### config.mk
export PLATFORM = sky130hd
export DESIGN_NAME = ysyx_22041207_stage_reg
export DESIGN_NICKNAME = d
export VERILOG_FILES = /design/src/rtl/ysyx_22041207_stage_reg.sv
export SDC_FILE = /design/constraint.sdc
export NUM_CORES = 1
export LEC_CHECK = 0
export ABC_CLOCK_PERIOD_IN_PS = 3900
export CORE_MARGIN = 5
export CORE_UTILIZATION = 44
export DETAILED_ROUTE_END_ITERATION = 10
export PLACE_DENSITY = 0.83
export SLEW_MARGIN = 20
export SYNTH_ARGS = -nofsm -noshare
export SYNTH_HDL_FRONTEND = slang
export SYNTH_SLANG_ARGS = --single-unit
export TNS_END_PERCENT = 1
### constraint.sdc
create_clock -name clk -period 3.9 [get_ports clk]
set_clock_uncertainty 0.1 [all_clocks]
set_input_delay 0.39 -clock clk [delete_from_list [all_inputs] [get_ports clk]]
set_output_delay 0.39 -clock clk [all_outputs]
set_load 0.01 [all_outputs]
### src/rtl/ysyx_22041207_stage_reg.sv
// Pipeline stage register: one payload bus, valid/ready handshake, optional skid entry, flush, stall counter.
// Latency: payload accepted at an active edge is on out_data right after that edge (1 edge minimum).
// Backpressure: SKID=1 absorbs one extra beat behind a registered in_ready; SKID=0 passes out_ready straight to in_ready.
module ysyx_22041207_stage_reg #(
   parameter int WIDTH   = 256,
   parameter int SKID    = 1,
   parameter int NEGEDGE = 1,
   parameter int CNT_W   = 32
) (
   input  logic             clk,
   input  logic             rst_n,
   input  logic             flush,
   input  logic             in_valid,
   output logic             in_ready,
   input  logic [WIDTH-1:0] in_data,
   output logic             out_valid,
   input  logic             out_ready,
   output logic [WIDTH-1:0] out_data,
   output logic [CNT_W-1:0] stall_cnt
);

   typedef enum logic [1:0] {
      EMPTY = 2'd0,
      ONE   = 2'd1,
      TWO   = 2'd2
   } state_t;

   state_t           state;
   state_t           state_nxt;
   logic [WIDTH-1:0] main_q;
   logic [WIDTH-1:0] main_nxt;
   logic [WIDTH-1:0] skid_q;
   logic [WIDTH-1:0] skid_nxt;
   logic             rdy_q;
   logic             in_fire;
   logic             out_fire;
   logic             act_clk;

   // Every register in the stage runs on the same edge; NEGEDGE picks the
   // falling edge so the stage lines up with the existing pipeline timing.
   assign act_clk  = (NEGEDGE != 0) ? ~clk : clk;

   assign in_fire  = in_valid & in_ready;
   assign out_fire = out_valid & out_ready;

   // State and payload registers; the ready flag is decoded from the next
   // state so in_ready never sees out_ready combinationally when SKID=1.
   always_ff @(posedge act_clk or negedge rst_n) begin
      if (!rst_n) begin
         state  <= EMPTY;
         main_q <= '0;
         skid_q <= '0;
         rdy_q  <= 1'b1;
      end else begin
         state  <= state_nxt;
         main_q <= main_nxt;
         skid_q <= skid_nxt;
         rdy_q  <= (state_nxt != TWO);
      end
   end

   // Next-state and next-payload: flush wins, vacated entries are zeroed so
   // bubbles carry inactive control fields downstream.
   always_comb begin
      state_nxt = state;
      main_nxt  = main_q;
      skid_nxt  = skid_q;
      if (flush) begin
         state_nxt = EMPTY;
         main_nxt  = '0;
         skid_nxt  = '0;
      end else begin
         case (state)
            EMPTY: begin
               if (in_fire) begin
                  state_nxt = ONE;
                  main_nxt  = in_data;
               end
            end
            ONE: begin
               if (in_fire && out_fire) begin
                  main_nxt = in_data;
               end else if (in_fire) begin
                  // Without a skid entry in_ready implies out_ready here,
                  // so this branch is only reachable with SKID=1.
                  if (SKID != 0) begin
                     state_nxt = TWO;
                     skid_nxt  = in_data;
                  end
               end else if (out_fire) begin
                  state_nxt = EMPTY;
                  main_nxt  = '0;
               end
            end
            TWO: begin
               if (out_fire) begin
                  state_nxt = ONE;
                  main_nxt  = skid_q;
                  skid_nxt  = '0;
               end
            end
            default: begin
               state_nxt = EMPTY;
               main_nxt  = '0;
               skid_nxt  = '0;
            end
         endcase
      end
   end

   // Output decode: valid/data straight from registers; in_ready registered
   // with the skid entry, combinational pass-through without it.
   always_comb begin
      out_valid = (state != EMPTY);
      out_data  = main_q;
      if (SKID != 0) begin
         in_ready = rdy_q;
      end else begin
         in_ready = (state == EMPTY) | out_ready;
      end
   end

   // Stall counter: counts edges where a held payload is refused, sticks at all-ones.
   always_ff @(posedge act_clk or negedge rst_n) begin
      if (!rst_n) begin
         stall_cnt <= '0;
      end else if ((state != EMPTY) && !out_ready && (stall_cnt != '1)) begin
         stall_cnt <= stall_cnt + CNT_W'(1);
      end
   end

endmodule

-- Yosys cells after proc, flatten, opt, wreduce, memory -nomap -nowiden
Cells that the tools add are included.
- $add $sub $neg: 1
- equality and inequality tests: 11
- mux-type cells: 17
- bitwise gates (word level): 2
- reductions and logical operators: 8
- operators by type and width (kind ; count):
    $mux W256 ; 8
    $pmux W256 S3 ; 2
    $add A32 B1 Y32 const B ; 1
    $ne A32 B32 Y1 const B ; 1
    $mux W2 ; 6
    $ne A3 B3 Y1 const B ; 4
    $ne A4 B4 Y1 const B ; 2
    $reduce_and A4 Y1 ; 2
    $pmux W2 S3 ; 1
    $ne A2 B2 Y1 const B ; 2
    $logic_and A1 B1 Y1 ; 3
    $and A1 B1 Y1 ; 2
    $eq A2 B1 Y1 const B ; 1
    $eq A2 B2 Y1 const B ; 1
    $logic_not A2 Y1 ; 1
    $reduce_bool A2 Y1 ; 1
    $logic_not A1 Y1 ; 1
- flip-flop bits (word level): 547
- bits of input ports: 261
- output and inout bits: 290

-- Logic depth before layout (Yosys ltp)
Gate-level depths: netlist of the first run.
- depth after elaboration: 8
- gate-level depth with buffers: 9

==> results.tsv, run 1 <==
metric	value	unit
num_rows	83	
drv_slew	0	
layout_common_cells	546 x dfrtn_1, 534 x nand2_1, 284 x dlygate4sd2_1, 259 x o21ai_0, 259 x clkdlybuf4s50_1	
crit_fanout	91	
first_global_vias	20900	
critical_path_required	2.27	ns
irDropWorstVdd	0.000422	V
grt.overflow.total	0	
async_reset_ff_share	100	%
hold_violations	0	
synth_cell_types	45	
synth-edff-count	0	
crit_family	buffers and inverters	
finalSetupViolations	0	
post-place-cells	3338	
h-tree-depth	2	
gp_congestion	0.889	
route.detailed.drc	0	
max-cap-violations	0	
fin_cells	3442	
grt_max_degree	136	
end_kind	flop	
dieArea	56600	um^2
grt_usage	25.4	%
min-delay-path-class	reg -> reg	
tightestPinTransition	1.08	ns
max_stage_delay	0.55	ns
critPathBufInv	3	
critPathSlowestCell	clkdlybuf4s50_1	
power.density	450	nW/um^2
first_pass_iters	6	
synthCells	2179	
synth_warnings	0	
synth-main-ff-cell	dfrtn_1	
vias	20100	
grt_pass1_wl	117000	um
cts_buffer_depth	3	
timing.hold.ws	0.327	ns
final_common_cell	dfrtn_1	
dp.final_hpwl	51200	um
routedWlPerCell	21.7	um
crit_arrival	2.23	ns
initial_core_util	44.5	%
grt_setup_unrepaired	yes	
cts_sinks	547	
core-area	51400	um^2
crit_type	in -> reg	
syn_area	22900	um^2
fillers	3984	
fp.dieH	238	um
placed_area	30000	um^2
slew_headroom	27.8	%
cts_buffers	54	
clkLatencyLatePin	0.62	ns
final_util	61.3	%
setup_tns	0	ns
top_level_ports	551	
fin_area	31500	um^2
p_leak	14.7	nW
status	complete, no violations	
drive_above_1_share	8.95	%
area_growth_syn_to_layout	37.9	%
postSynthAreaPerCell	10.5	um^2
ys_ff_latch	547	
syn_nets	2441	
die_w	238	um
num-nets-final	2978	
p_total	14.2	mW
tritoncts	yes	
post-place-ws	-0.520	ns
yosysSeqAreaShare	59.9	%
clk_transition_reported_paths	0.05	ns
drt-initial-drc-count	1896	
worst_slack	0.0351	ns
ant_nets	0	
start_kind	input pin	
rrSetupSlack	1.03	ns
root_buffer	clkbuf_16	
antenna_found_initial	3	
vias_per_cell	5.85	
routed_wl	74800	um
io_buffers	550	
crit_path_cell_trace	clkdlybuf4s50_1 > buf_4 > nand2_1 > o21a_1 > mux2i_1 > nor2_4 > buf_12 > o2bb2ai_1	
## repair_timing
action / 4_1_cts / 5_1_grt
buffers inserted: 2 / 0
hold buffers: 0 / 0
pin swaps: 0 / 1
resized for setup: 296 / 7
endpoints found under the setup margin: 290 / 24
## Yosys cell counts, drive strengths merged, types with 4 or more instances
cell | instances | area (um^2)
nand4 | 10 | 77.6
xnor2 | 10 | 87.6
clkbuf | 147 | 552
a21oi | 4 | 20.0
nor4 | 5 | 46.3
o2bb2ai | 256 | 2240
buf | 54 | 294
o21ai | 260 | 1300
nor2 | 22 | 85.1
nand3 | 11 | 55.1
inv | 6 | 22.5
dfrtn | 546 | 13700
nand2 | 534 | 2000
a22oi | 256 | 1920
nor3 | 10 | 55.1
xor2 | 15 | 131
## layout make-up
| class | instances | area, um^2 | area share (%) |
|---|---|---|---|
| diodes | 3 | 7.51 | 0.0238 |
| clock buffers | 75 | 1590 | 5.05 |
| clock inverters | 25 | 323 | 1.02 |
| inverters | 5 | 18.8 | 0.0595 |
| multi-input cells | 1425 | 8380 | 26.6 |
| flip-flops and latches | 547 | 13700 | 43.4 |
| well taps | 680 | 851 | 2.70 |
| repair buffers | 682 | 6670 | 21.2 |
## flip-flops by register name, summed over array words and instances, names as in the netlist
name       count
in_ready       1
out_data     256
skid_q       256
stall_cnt     32
state          2
## power by group
| group | internal (mW) | switching (mW) |
|---|---|---|
| Clock | 3.32 | 2.29 |
| Sequential | 6.11 | 0.279 |
| Combinational | 0.962 | 1.23 |
## metal layers
layer	vias up	part of all wire (%)	track usage [%]	wire length (um)
met3	183	8.4	5.27	6320
met2	1066	49	41.9	36800
met1	9958	38	33.2	28700
met5	-	0	0	0
met4	0	4.2	10.0	3110
li1	8931	-	-	-
## worst reg2reg max path, delay by kind of cell (launching register included)
family	cells	cell delay, ns
AO/OA/AOI/OAI	1	0.91
XOR/XNOR	1	0.20
flip-flops	1	0.43
AND/OR/NAND/NOR	3	0.92
buffers and inverters	1	0.15
## logic make-up after synthesis
logic type,Yosys count,synth area share (%)
compound gates,785,24.4
xor+xnor,25,0.958
fa+ha+maj,1,0.0547
buf+inv,207,3.80
flops,547,59.9
mux,6,0.295
simple gates,608,10.7
## worst paths after layout
kind                                    start             to  depth (start not counted)
worst max register to register  stall_cnt[18]  stall_cnt[31]                          6
max in group asynchronous               rst_n   out_data[97]                          2
worst max-delay path                out_ready   out_data[72]                          8
worst min-delay path             out_data[62]   out_data[62]                          1
min in group asynchronous               rst_n  out_data[255]                          1
worst min register to register   out_data[62]   out_data[62]                          1
Power figures use the tool's default switching activity.
==> run 2: changes to the inputs <==
- CORE_UTILIZATION: 44 -> 40
- PLACE_DENSITY: 0.83 -> 0.78
==> run 2 against run 1 <==
Compared with the run above:
- setup slack improved by 0.013 ns
- first-iteration DRC count is 8.9% lower
- global-route usage decreased by 2.2 points
- count of clock-buffer cells in the layout is 12 higher
- sequential power about the same
- critical path type is now reg -> out
- largest cell class unchanged
- highest routed layer is now met5
==> results.tsv, run 2 (same netlist as run 1, synthesis figures left out) <==
metric	value	unit
status	complete, no violations	
crit_fanout	5	
die_w	249	um
irDropWorstVdd	0.000480	V
grt_setup_unrepaired	no	
fp.dieH	249	um
crit_family	flip-flops	
critPathSlowestCell	dfrtn_1	
max-cap-violations	0	
clockPowerShare	38.9	%
timing.hold.ws	0.327	ns
h-tree-depth	2	
regArea	13700	um^2
top_level_ports	551	
internal_power	10.3	mW
worstSetupPathDepth	1	
num_rows	87	
area_growth_syn_to_layout	38.4	%
route.detailed.drc	0	
start_kind	flop	
root_buffer	clkbuf_16	
drt-initial-drc-count	1728	
first_pass_iters	6	
hold_buffers	0	
tightestPinTransition	1.04	ns
num-nets-final	2993	
p_leak	14.7	nW
post-place-cells	3427	
end_kind	primary output	
grt_pass1_wl	118000	um
power.density	445	nW/um^2
antenna_found_initial	6	
power_frac_comb	15.5	%
p_switching	3.74	mW
p_total	14.1	mW
final_common_cell	dfrtn_1	
initial_core_util	40.5	%
grt_usage	23.2	%
vias	20100	
crit_path_cell_trace	dlygate4sd2_1	
multi_input_area	8380	um^2
gp_congestion	0.876	
drv_slew	0	
cts_buffer_depth	3	
cts_buffers	56	
slew_headroom	30.4	%
dieArea	62000	um^2
critPathBufInv	1	
critical_path_required	3.41	ns
routed_wl	74900	um
max_stage_delay	0.50	ns
cts_sinks	547	
layout_common_cells	546 x dfrtn_1, 534 x nand2_1, 285 x dlygate4sd2_1, 260 x o21ai_0, 259 x clkdlybuf4s50_1	
rr_worst_depth	6	
finalSetupViolations	0	
whs_path_depth	2	
crit_type	reg -> out	
switching_share	26.6	%
crit_arrival	3.36	ns
grt.overflow.total	0	
ant_nets	0	
clk_transition_reported_paths	0.05	ns
tritoncts	yes	
first_global_vias	20700	
core-area	56500	um^2
drive_above_1_share	9.08	%
vias_per_cell	5.69	
min-delay-path-class	reg -> reg	
routedWlPerCell	21.2	um
fin_cells	3531	
dp.final_hpwl	51800	um
rrSetupSlack	1.01	ns
final_util	56.0	%
setup_tns	0	ns
seq_power_share	45.5	%
grt_max_degree	99	
fillers	4667	
clkLatencyLatePin	0.62	ns
io_buffers	550	
hold_violations	0	
run 2: cell count changes in the layout (fill, tap and decap cells not counted), sizes merged:
cell	change
clkdlybuf4s15	-1
clkinv	-4
buf	+13
diode	-2
clkbuf	+12
dlygate4sd2	+1
bufinv	-2
clkinvlp	-4
run 2: worst paths after layout:
check | from | to
hold / removal | skid_q[238] | skid_q[238]
setup reg to reg | stall_cnt[13] | stall_cnt[13]
max in group asynchronous | rst_n | skid_q[147]
min in group asynchronous | rst_n | stall_cnt[15]
setup / recovery | stall_cnt[1] | stall_cnt[1]
hold reg to reg | skid_q[238] | skid_q[238]
run 2: metal layers:
| layer | vias up | share of wire [%] | track usage [%] |
|---|---|---|---|
| li1 | 8950 | - | - |
| met1 | 9935 | 40 | 30.4 |
| met2 | 1008 | 48 | 37.8 |
| met3 | 188 | 8.0 | 5.31 |
| met4 | 8 | 4.0 | 8.91 |
| met5 | - | 0.063 | 0 |
run 2: stage by stage:
| step | instance area (um^2) | worst slack [ns] |
|---|---|---|
| floorplan | 22900 | 0.00978 |
| global placement | 30100 | -0.427 |
| detailed placement | 30100 | -0.453 |
| CTS | 31600 | 0.0113 |
| global route | 31600 | 0.00508 |
| finish | 31600 | 0.0476 |
run 2: what timing repair did:
action                     4_1_cts  5_1_grt
hold endpoints to repair         0        0
setup endpoints to repair      290        2
gates resized for setup        298        1
buffers inserted                 0        2
run 2: area by class of cell:
class | count | share of cell area, %
flip-flops and latches | 547 | 43.3
multi-input cells | 1425 | 26.5
repair buffers | 695 | 21.3
clock buffers | 87 | 5.24
well taps | 756 | 2.99
clock inverters | 15 | 0.680
inverters | 5 | 0.0593
diodes | 1 | 0.00791
run 2: worst reg2reg max path, cell delays in order, from the launching register on:
cell and delay (ns):
dfrtn_1 0.45, buf_4 0.15, nand4_1 0.14, or4_1 0.63, o31ai_2 0.88, nor3_1 0.18, xor2_1 0.19
run 2: power by group through the flow:
stage                     clock network, mW  logic, mW  registers (mW)
final                                  5.48       2.19            6.40
after global placement              0.00321       2.29            6.47
after global routing                   5.80       2.36            6.44
after CTS                              5.57       2.19            6.39
after floorplan                     0.00321      0.802            6.51
after detailed placement            0.00321       2.35            6.48
==> run 3: changes to the inputs <==
- GPL_TIMING_DRIVEN: unset -> 0
==> run 3 against run 2 <==
Compared with the run above:
- final cell count is 2.3% higher
- critical path type unchanged
- sequential power is essentially flat
- core utilization is 0.59 points lower
- highest routed layer unchanged
- die area unchanged
- sequential share of layout area rose by 0.46 points
- via count is 1.2% higher
- routed wire length up 5.3%
- the run now ends with negative setup slack left
- largest power group unchanged
- global-route usage up 1.2 points
- first-iteration DRC count up 0.46%
- critical path depth up 2
==> results.tsv, run 3 (same netlist as run 1, synthesis figures left out) <==
metric	value	unit
status	finished with violations	
failed_checks	negative setup slack	
final_common_cell	dfrtn_1	
io_buffers	550	
min-delay-path-class	reg -> reg	
drt-initial-drc-count	1736	
max-cap-violations	0	
grt_max_degree	106	
cts_sinks	547	
crit_start	state[1]	
dp.final_hpwl	58100	um
critical_path_required	3.41	ns
finalSetupViolations	2	
clk_transition_reported_paths	0.04	ns
p_total	14.0	mW
endpoint	out_valid	
r2r-start	state[1]	
rrSetupSlack	1.07	ns
hold_violations	0	
route.detailed.drc	0	
irDropWorstVdd	0.000312	V
vias_per_cell	5.63	
crit_type	reg -> out	
core-area	56500	um^2
first_pass_iters	7	
tightestPinTransition	1.06	ns
grt.overflow.total	0	
top_level_ports	551	
layout_common_cells	546 x dfrtn_1, 533 x nand2_1, 281 x dlygate4sd2_1, 260 x o21ai_0, 257 x clkdlybuf4s50_1	
antenna_found_initial	14	
grt_pass1_wl	123000	um
end_kind	primary output	
ant_nets	0	
tritoncts	yes	
crit_arrival	3.51	ns
crit_fanout	10	
die_w	249	um
routedWlPerCell	21.8	um
vias	20300	
post-place-ws	-1.62	ns
num-nets-final	3062	
gp_congestion	0.896	
placed_area	29500	um^2
multi_input_area	8370	um^2
routed_wl	78900	um
grt_setup_unrepaired	yes	
grt_usage	24.4	%
regArea	13700	um^2
max_stage_delay	0.34	ns
start_kind	flop	
drv_slew	0	
slew_headroom	29.3	%
area_growth_syn_to_layout	36.9	%
initial_core_util	40.5	%
drive_above_1_share	8.19	%
critPathSlowestCell	dfrtn_1	
dieArea	62000	um^2
fillers	4777	
reg2reg_to	out_data[63]	
fp.dieH	249	um
worst_slack	-0.104	ns
crit_path_cell_trace	clkbuf_8 > or2_2 > buf_2	
clkLatencyLatePin	0.63	ns
p_leak	14.5	nW
cts_buffer_depth	3	
root_buffer	clkbuf_16	
rr_worst_depth	7	
num_rows	87	
power.density	448	nW/um^2
first_global_vias	21200	
cts_buffers	57	
fin_area	31300	um^2
h-tree-depth	2	
[run 3: cell count changes in the layout (fill, tap and decap cells not counted), sizes merged, moves of 4 or more]
cell           delta
clkbuf          +149
buf              -83
diode             +9
clkinv            +7
clkdlybuf4s15     +5
dlygate4sd2       -4
[run 3: area by class of cell]
type / count / share of cell area [%]
Timing Repair Buffer: 562 / 17.1
Tap cell: 756 / 3.02
Antenna cell: 10 / 0.0799
Multi-Input combinational cell: 1425 / 26.7
Buffer: 201 / 3.25
Inverter: 5 / 0.0599
Clock inverter: 22 / 0.659
Clock buffer: 84 / 5.43
Sequential cell: 547 / 43.7
[run 3: metal layers]
metal	global-route usage [%]	wire, um
met1	30.1	30800
met2	41.2	38500
met3	7.09	6780
met4	8.54	2800
met5	0	55
[run 3: how the worst min path moves through the flow]
stage,start,to,depth (start not counted)
finish,out_data[239],out_data[239],1
global route,out_data[239],out_data[239],1
CTS,skid_q[226],skid_q[226],2
detailed placement,skid_q[11],skid_q[11],2
global placement,skid_q[202],skid_q[202],2
floorplan,skid_q[175],skid_q[175],2
[run 3: critical path: cells and delay by family (launching register included)]
kind / cells / cell delay (ns)
AND/OR/NAND/NOR: 1 / 0.30
buffers and inverters: 2 / 0.34
flip-flops: 1 / 0.34
[run 3: stage by stage]
stage	TNS, ns	hold slack, ns	util, %	instances
after floorplan	0	0.311	-	2179
after global placement	-	0.322	51.9	3485
after detailed placement	-681.40	0.331	52.2	3491
after CTS	-0.175	0.331	55.3	3601
after global routing	-1.94	0.340	55.4	3608
final	-0.142	0.326	55.4	3612
[run 3: report_power, final]
| part | total (mW) | switching [mW] | internal, mW |
|---|---|---|---|
| Sequential | 6.37 | 0.260 | 6.11 |
| Clock | 5.53 | 2.32 | 3.21 |
| Combinational | 2.12 | 1.25 | 0.871 |
[run 3: repair_timing]
| action | CTS | global route |
|---|---|---|
| pin swaps | 1 | 0 |
| setup buffers | 5 | 1 |
| setup endpoints to repair | 818 | 298 |
| cloned | 0 | 0 |
| resized for setup | 372 | 65 |
| hold buffers | 0 | 0 |
